<file path="config.mk">
export PLATFORM = sky130hd
export DESIGN_NAME = dcache_tag_ctrl
export DESIGN_NICKNAME = d
export VERILOG_FILES = /design/src/rtl/dcache_tag_ctrl.sv
export SDC_FILE = /design/constraint.sdc
export NUM_CORES = 1
export LEC_CHECK = 0
export BUFFER_PORTS_ARGS = -buffer_cell sky130_fd_sc_hd__buf_4
export CAP_MARGIN = 20
export CORE_AREA = 2 2 68 102
export DETAILED_ROUTE_END_ITERATION = 16
export DIE_AREA = 0 0 70 104
export PLACE_DENSITY = 0.65
export SYNTH_ARGS = -nofsm -noshare
export SYNTH_HDL_FRONTEND = slang
export SYNTH_SLANG_ARGS = --single-unit
</file>
<file path="constraint.sdc">
create_clock -name clk -period 1.7 [get_ports clk]
set_input_delay 0.17 -clock clk [delete_from_list [all_inputs] [get_ports clk]]
set_output_delay 0.17 -clock clk [all_outputs]
set_load 0.005 [all_outputs]
</file>
<file path="src/rtl/dcache_tag_ctrl.sv">
// dcache_tag_ctrl: arbitration and sequencing for the single-port data-cache
// tag SRAM. Runs a clearing sweep after reset, serves flushes as full sweeps,
// and otherwise shares the port between tag updates and lookups.
module dcache_tag_ctrl #(
    parameter int SET_W   = 4,
    parameter int TAG_W   = 22,
    parameter int ENTRY_W = 24
) (
    input  logic               clk,
    input  logic               rst_n,
    input  logic               lkp_valid,
    output logic               lkp_ready,
    input  logic [SET_W-1:0]   lkp_set,
    input  logic [TAG_W-1:0]   lkp_tag,
    output logic               rsp_valid,
    output logic               rsp_hit,
    output logic               rsp_dirty,
    output logic [TAG_W-1:0]   rsp_tag,
    input  logic               upd_valid,
    output logic               upd_ready,
    input  logic [SET_W-1:0]   upd_set,
    input  logic [ENTRY_W-1:0] upd_entry,
    input  logic               flush_req,
    output logic               flush_done,
    output logic               busy,
    output logic               tag_csb,
    output logic               tag_web,
    output logic [SET_W-1:0]   tag_addr,
    output logic [ENTRY_W-1:0] tag_din,
    input  logic [ENTRY_W-1:0] tag_dout
);

    typedef enum logic [1:0] {
        INIT_SWEEP  = 2'd0,
        RUN         = 2'd1,
        FLUSH_SWEEP = 2'd2
    } state_t;

    state_t             r_state;
    logic [SET_W-1:0]   r_cnt;
    logic               r_flush_pending;
    logic               r_rsp_valid;
    logic               r_flush_done;
    logic [TAG_W-1:0]   r_cap_tag;

    logic               w_sweep;
    logic               w_upd_fire;
    logic               w_lkp_fire;
    logic               w_cnt_last;
    logic               w_flush_any;

    // Handshake decode; readies depend only on state and upd_valid
    always_comb begin
        w_sweep     = (r_state != RUN);
        upd_ready   = (r_state == RUN) && !r_flush_pending;
        lkp_ready   = upd_ready && !upd_valid;
        w_upd_fire  = upd_valid && upd_ready;
        w_lkp_fire  = lkp_valid && lkp_ready;
        w_cnt_last  = (r_cnt == '1);
        w_flush_any = r_flush_pending || flush_req;
    end

    // SRAM port drive: sweep write, else update write, else lookup read, else idle
    always_comb begin
        busy     = w_sweep;
        tag_csb  = 1'b1;
        tag_web  = 1'b1;
        tag_addr = '0;
        tag_din  = '0;
        if (w_sweep) begin
            tag_csb  = 1'b0;
            tag_web  = 1'b0;
            tag_addr = r_cnt;
        end else if (w_upd_fire) begin
            tag_csb  = 1'b0;
            tag_web  = 1'b0;
            tag_addr = upd_set;
            tag_din  = upd_entry;
        end else if (w_lkp_fire) begin
            tag_csb  = 1'b0;
            tag_addr = lkp_set;
        end
    end

    // Lookup response built from the SRAM read data and the captured tag
    always_comb begin
        rsp_valid  = r_rsp_valid;
        flush_done = r_flush_done;
        rsp_hit    = tag_dout[ENTRY_W-1] && (tag_dout[TAG_W-1:0] == r_cap_tag);
        rsp_dirty  = tag_dout[ENTRY_W-2];
        rsp_tag    = tag_dout[TAG_W-1:0];
    end

    // Sequencer: sweeps, flush bookkeeping and registered response strobes.
    // A request arriving on the edge that enters a flush sweep is served by
    // that sweep, since every set is cleared after the request.
    always_ff @(posedge clk or negedge rst_n) begin
        if (!rst_n) begin
            r_state         <= INIT_SWEEP;
            r_cnt           <= '0;
            r_flush_pending <= 1'b0;
            r_rsp_valid     <= 1'b0;
            r_flush_done    <= 1'b0;
            r_cap_tag       <= '0;
        end else begin
            r_rsp_valid  <= w_lkp_fire;
            r_flush_done <= 1'b0;
            if (w_lkp_fire) begin
                r_cap_tag <= lkp_tag;
            end
            case (r_state)
                INIT_SWEEP, FLUSH_SWEEP: begin
                    r_cnt           <= r_cnt + 1'b1;
                    r_flush_pending <= w_flush_any;
                    if (w_cnt_last) begin
                        r_cnt <= '0;
                        if (r_state == FLUSH_SWEEP) begin
                            r_flush_done <= 1'b1;
                        end
                        if (w_flush_any) begin
                            r_state         <= FLUSH_SWEEP;
                            r_flush_pending <= 1'b0;
                        end else begin
                            r_state <= RUN;
                        end
                    end
                end
                RUN: begin
                    if (w_flush_any) begin
                        r_state         <= FLUSH_SWEEP;
                        r_cnt           <= '0;
                        r_flush_pending <= 1'b0;
                    end
                end
                default: begin
                    r_state <= INIT_SWEEP;
                    r_cnt   <= '0;
                end
            endcase
        end
    end

endmodule

</file>
==> flow_summary.ini, run 1 <==
[outcome]
status = complete, but fails checks
violations = negative setup slack

[placed_design]
dp_cells = 379
dpl.hpwl_um = 4140
io_buffer_count = 139
dp_slack_ns = 0.0798
gp_congestion = 0.780
place_area_mm2 = 0.00300

[clock_network]
ctsLongestPathBuffers = 2
cts_sinks = 31
cts_tree = built
cts_buffers = 5
htree_levels = 2
cts_root_buf = clkbuf_8
clk_pin_slew_ns = 0.07
clk_latency_ns = 0.28

[setup_path]
cp.required_ns = 1.53
cp.arrival_ns = 1.70
critPathMaxFanout = 7
crit_path_end_kind = output port
reg2reg_depth = 5
critPathKind = flop to output port
start_kind = flop

[yosys]
postSynthAreaPerCell_um2 = 10.8
yosys.cell_types.count = 30
ys_seq_area_share_pct = 39.2
syn-cell-area_mm2 = 0.00198
ys_ff_latch = 31
yosysWarnings = 0
yosys.area.top_type_share_pct = 39.2
syn_inst = 184
syn-num-nets = 268
synthTopCellsByArea = dfrtp_1 39%, mux2_4 14%, buf_4 8.7%, and2_1 7.6%, xor2_1 6.6%
synth_top_cell_by_area = dfrtp_1

[global_routing]
grt_max_degree = 32
antenna_found_initial = 0
grt_pass1_wl_um = 8470
globalRouteOverflowTotal = 0
first_global_vias = 1866
grtUsageTotal_pct = 14.4

[final_layout]
final_util_pct = 51.0
finalInstanceArea_mm2 = 0.00326
finalNonFillerCells = 393
final_common_cell = buf_4
layout_common_cells = 138 x buf_4, 31 x dfrtp_1, 19 x mux2_4, 15 x xor2_1
area_growth_pct = 64.8
n_fill_cell = 611
multi_input_area_mm2 = 0.00105
n_antenna_cell = 0
final_nets = 400
drive_gt1_share_pct = 65.3
final-seq-area_um2 = 776

[timing]
period_minus_slack_ns = 1.87
hold_viol_final = 0
max_slew_margin_pct = 73.3
setup_violations = 31
worst_slew_pin_slew_ns = 0.400
skew_ns = 0.0118
setup_tns_ns = -3.47
layout_setup_ws_ns = -0.165
hold_ws_ns = 0.120
post-route-period-util_pct = 110
maxSlewViolCount = 0
max_freq_ghz = 0.536
grt_setup_unrepaired = true

[floorplanning]
die-width_um = 70
die_h_um = 104
rows = 36
coreArea_mm2 = 0.00640
die-area_mm2 = 0.00728
start_util_pct = 31.0
ios = 142

[power]
finalPower_mw = 2.06
p_per_area_mw_per_mm2 = 632
power.leakage_nw = 1.77
ir_worst_vdd_v = 0.000348

[route]
routedWlPerCell_um = 13.4
drc = 0
drt_iter0_drc = 64
vias = 1783
antenna_left = 0
wl_um = 5260
via_per_inst = 4.54
drt_pass1_iterations = 4

[run]
drv_cap = 0

[min_path]
worstHoldPathCells = 2
hold_class = input pin to flop
## sequential cells by signal, indices dropped and copies added (netlist names)
signal,count
r_flush_pending,1
r_cap_tag,22
r_cnt,4
rsp_valid,1
r_state,2
flush_done,1
## worst paths after layout
kind / startpoint / to / slack, ns
setup / recovery: r_state[1] / tag_din[23] / -0.17
hold / removal: lkp_tag[19] / r_cap_tag[19] / 0.12
setup reg to reg: r_state[1] / r_cap_tag[6] / 0.21
hold reg to reg: r_cap_tag[11] / r_cap_tag[11] / 0.53
max in group asynchronous: rst_n / r_cap_tag[9] / 1.04
min in group asynchronous: rst_n / r_cnt[1] / 0.37
## report_power, final
group | internal, mW | switching, mW | total [mW]
sequential | 0.817 | 0.0953 | 0.912
clock | 0.287 | 0.255 | 0.542
combinational | 0.368 | 0.240 | 0.608
## cell type report
cell class	instances	area share (%)
clock inverters	1	0.153
flip-flops and latches	31	23.8
clock buffers	7	2.34
multi-input cells	120	32.3
repair buffers	155	38.1
inverters	3	0.422
well taps	76	2.91
## metal layers
layer	global-route usage, %	routed length, µm	vias up
met1	15.8	1910	807
met2	26.3	2740	121
met4	4.12	32	0
li1	-	-	853
met3	4.26	575	2
met5	0	0	-
## Yosys cell counts, drive strengths merged
cell type,number
clkbuf,2
nand2,6
nand3,3
o21ai,5
xnor2,8
nand4,3
inv,3
nor3b,3
ha,1
a31o,1
nor4,3
buf,28
mux2,22
nor3,6
and2,24
nor2,11
and2b,1
dfrtp,31
a21oi,4
a221oi,4
xor2,15
## logic make-up (layout without fill, tap and decap cells)
kind of cell | after synthesis | in the layout | share of synthesized area, %
adders and majority gates | 1 | 1 | 0.632
muxes | 22 | 22 | 16.1
xor gates and xnor gates | 23 | 23 | 10.2
and+or+nand+nor | 60 | 60 | 17.8
buffers and inverters | 33 | 166 | 11.6
AOI/OAI and AO/OA | 14 | 14 | 4.48
DFF | 31 | 31 | 39.2
## worst max-delay path, stage by stage (launching register included)
cell     delay (ns)
dfrtp_1        0.38
and2b_4        0.27
inv_4          0.04
nor3b_4        0.24
buf_4          0.16
buf_6          0.11
and2_4         0.13
buf_6          0.08
## repair_timing
item / CTS / global route
cloned: 1 / 0
buffers inserted: 1 / 3
resized for setup: 18 / 18
endpoints found under the setup margin: 31 / 31
hold buffers: 1 / 0
pin swaps: 13 / 11
endpoints found under the hold margin: 31 / 0
(Power assumes the default switching activity.)
==> run 2: changes to the inputs <==
--- a/config.mk
+++ b/config.mk
@@ -11,6 +11,7 @@
 export DETAILED_ROUTE_END_ITERATION = 16
 export DIE_AREA = 0 0 70 104
 export PLACE_DENSITY = 0.65
+export SETUP_SLACK_MARGIN = 0.4
 export SYNTH_ARGS = -nofsm -noshare
 export SYNTH_HDL_FRONTEND = slang
 export SYNTH_SLANG_ARGS = --single-unit
==> flow_summary.ini, run 2 (synthesized netlist as in run 1, its figures left out) <==
[outcome]
status = complete, but fails checks
violations = negative setup slack

[timing]
period_minus_slack_ns = 1.88
layout_setup_ws_ns = -0.178
max_slew_margin_pct = 73.7
post-route-period-util_pct = 110
grt_setup_unrepaired = true
worst_slew_pin_slew_ns = 0.394
max_freq_ghz = 0.532
setup_violations = 33
maxSlewViolCount = 0
hold_viol_final = 0
skew_ns = 0.00655

[setup_path]
crit_path_end_kind = output port
reg2reg_depth = 9
r2r_setup_slack_ns = 0.04
cp_common_cell = buf_4
start_kind = flop
r2r_end = r_cnt[0]
crit_end = tag_addr[0]
reg2reg_from = r_state[1]
slowest_stage = dfrtp_1
cp.required_ns = 1.53
critPathMaxFanout = 6
max_stage_delay_ns = 0.38
cp_cell_sequence = and2b_4 -> inv_4 -> buf_4 -> buf_8 -> buf_6 -> a221oi_2 -> nor2_1 -> buf_4
setup.worst_path.start = r_state[1]
critPathKind = flop to output port
cp.arrival_ns = 1.71

[route]
via_per_inst = 4.66
drc = 0
drt_pass1_iterations = 4
wl_um = 5820
routedWlPerCell_um = 14.5
vias = 1873
antenna_left = 0
drt_iter0_drc = 71

[final_layout]
final_common_cell = buf_4
final-seq-area_um2 = 777
area_growth_pct = 76.2
largest_reg_flops = 22
final_util_pct = 54.6
top_register = r_cap_tag
final_nets = 409
drive_gt1_share_pct = 66.3
multi_input_area_mm2 = 0.00108
finalInstanceArea_mm2 = 0.00349
layout_common_cells = 143 x buf_4, 30 x dfrtp_1, 22 x mux2_4, 19 x and2_1, 15 x xor2_1
n_antenna_cell = 0
top_regs = r_cap_tag (22), r_cnt (4), r_state (2)
n_fill_cell = 571

[global_routing]
globalRouteOverflowTotal = 0
grt_max_degree = 32
grt_pass1_wl_um = 8910
antenna_found_initial = 0
first_global_vias = 1941
grtUsageTotal_pct = 15.4

[placed_design]
dpl.hpwl_um = 4120
place_area_mm2 = 0.00298
io_buffer_count = 139
gp_congestion = 0.824

[clock_network]
cts_tree = built
clk_pin_slew_ns = 0.07
clk_latency_ns = 0.28
cts_root_buf = clkbuf_8
htree_levels = 2
cts_buffers = 5
cts_sinks = 31
ctsLongestPathBuffers = 2

[floorplanning]
rows = 36
start_util_pct = 31.0
coreArea_mm2 = 0.00640
die-width_um = 70
die-area_mm2 = 0.00728
die_h_um = 104
ios = 142

[power]
ir_worst_vdd_v = 0.000421
power.leakage_nw = 1.88
p_per_area_mw_per_mm2 = 669

[min_path]
min-delay-start = lkp_tag[7]
hold_class = input pin to flop

[run]
drv_cap = 0
## run 2: cell count changes in the layout (fill, tap and decap cells not counted), sizes merged
cell / previous run / this run
buf: 154 / 163
bufinv: 0 / 1
clkbuf: 7 / 6
## run 2: metrics by stage
stage | TNS [ns] | instances | total power [mW] | hold WS, ns | worst slack, ns
after detailed placement | 0 | 375 | 1.50 | 0.129 | 0.0304
after global placement | -0.0294 | 375 | 1.49 | 0.129 | -0.0294
final | -4.03 | 402 | 2.33 | 0.117 | -0.178
after global routing | -6.94 | 402 | 2.48 | 0.100 | -0.260
after CTS | -4.96 | 395 | 2.33 | 0.107 | -0.207
after floorplan | 0 | 184 | 1.17 | -0.126 | 0.252
## run 2: what timing repair did
| item | in CTS | in global routing |
|---|---|---|
| resized for setup | 18 | 29 |
| setup buffers | 7 | 7 |
| pin swaps | 4 | 7 |
| setup endpoints to repair | 61 | 61 |
| hold buffers | 1 | 0 |
| gates cloned | 4 | 0 |
| hold endpoints to repair | 31 | 0 |
## run 2: worst min-delay path by stage
| stage | slack, ns | cells past startpoint | to |
|---|---|---|---|
| floorplan | -0.13 | 0 | flush_done |
| global placement | 0.13 | 1 | r_cap_tag[8] |
| detailed placement | 0.13 | 1 | r_cap_tag[8] |
| CTS | 0.11 | 2 | r_cap_tag[7] |
| global route | 0.10 | 2 | r_cap_tag[19] |
| finish | 0.12 | 2 | r_cap_tag[7] |
## run 2: final cells by class
| class | instances | area share, % |
|---|---|---|
| Clock buffer | 6 | 2.37 |
| Clock inverter | 2 | 1.00 |
| Inverter | 3 | 0.394 |
| Multi-Input combinational cell | 120 | 31.0 |
| Sequential cell | 31 | 22.3 |
| Tap cell | 76 | 2.72 |
| Timing Repair Buffer | 164 | 40.2 |
## run 2: worst max-delay path, delay by kind of cell (launching register included)
| kind | cells | cell delay [ns] |
|---|---|---|
| buffers and inverters | 5 | 0.56 |
| flip-flops | 1 | 0.38 |
| AO/OA/AOI/OAI | 1 | 0.17 |
| AND/OR/NAND/NOR | 2 | 0.33 |
## run 2: power by group
part | total, mW | switching (mW) | internal (mW)
Sequential | 0.921 | 0.102 | 0.819
Combinational | 0.668 | 0.269 | 0.399
Clock | 0.746 | 0.272 | 0.474
## run 2: metal layers
| metal | up-vias | GRT usage, % | routed length [µm] |
|---|---|---|---|
| li1 | 882 | - | - |
| met1 | 871 | 15.4 | 1970 |
| met2 | 113 | 29.3 | 3210 |
| met3 | 7 | 4.75 | 555 |
| met4 | 0 | 4.95 | 85 |
| met5 | - | 0 | 0 |
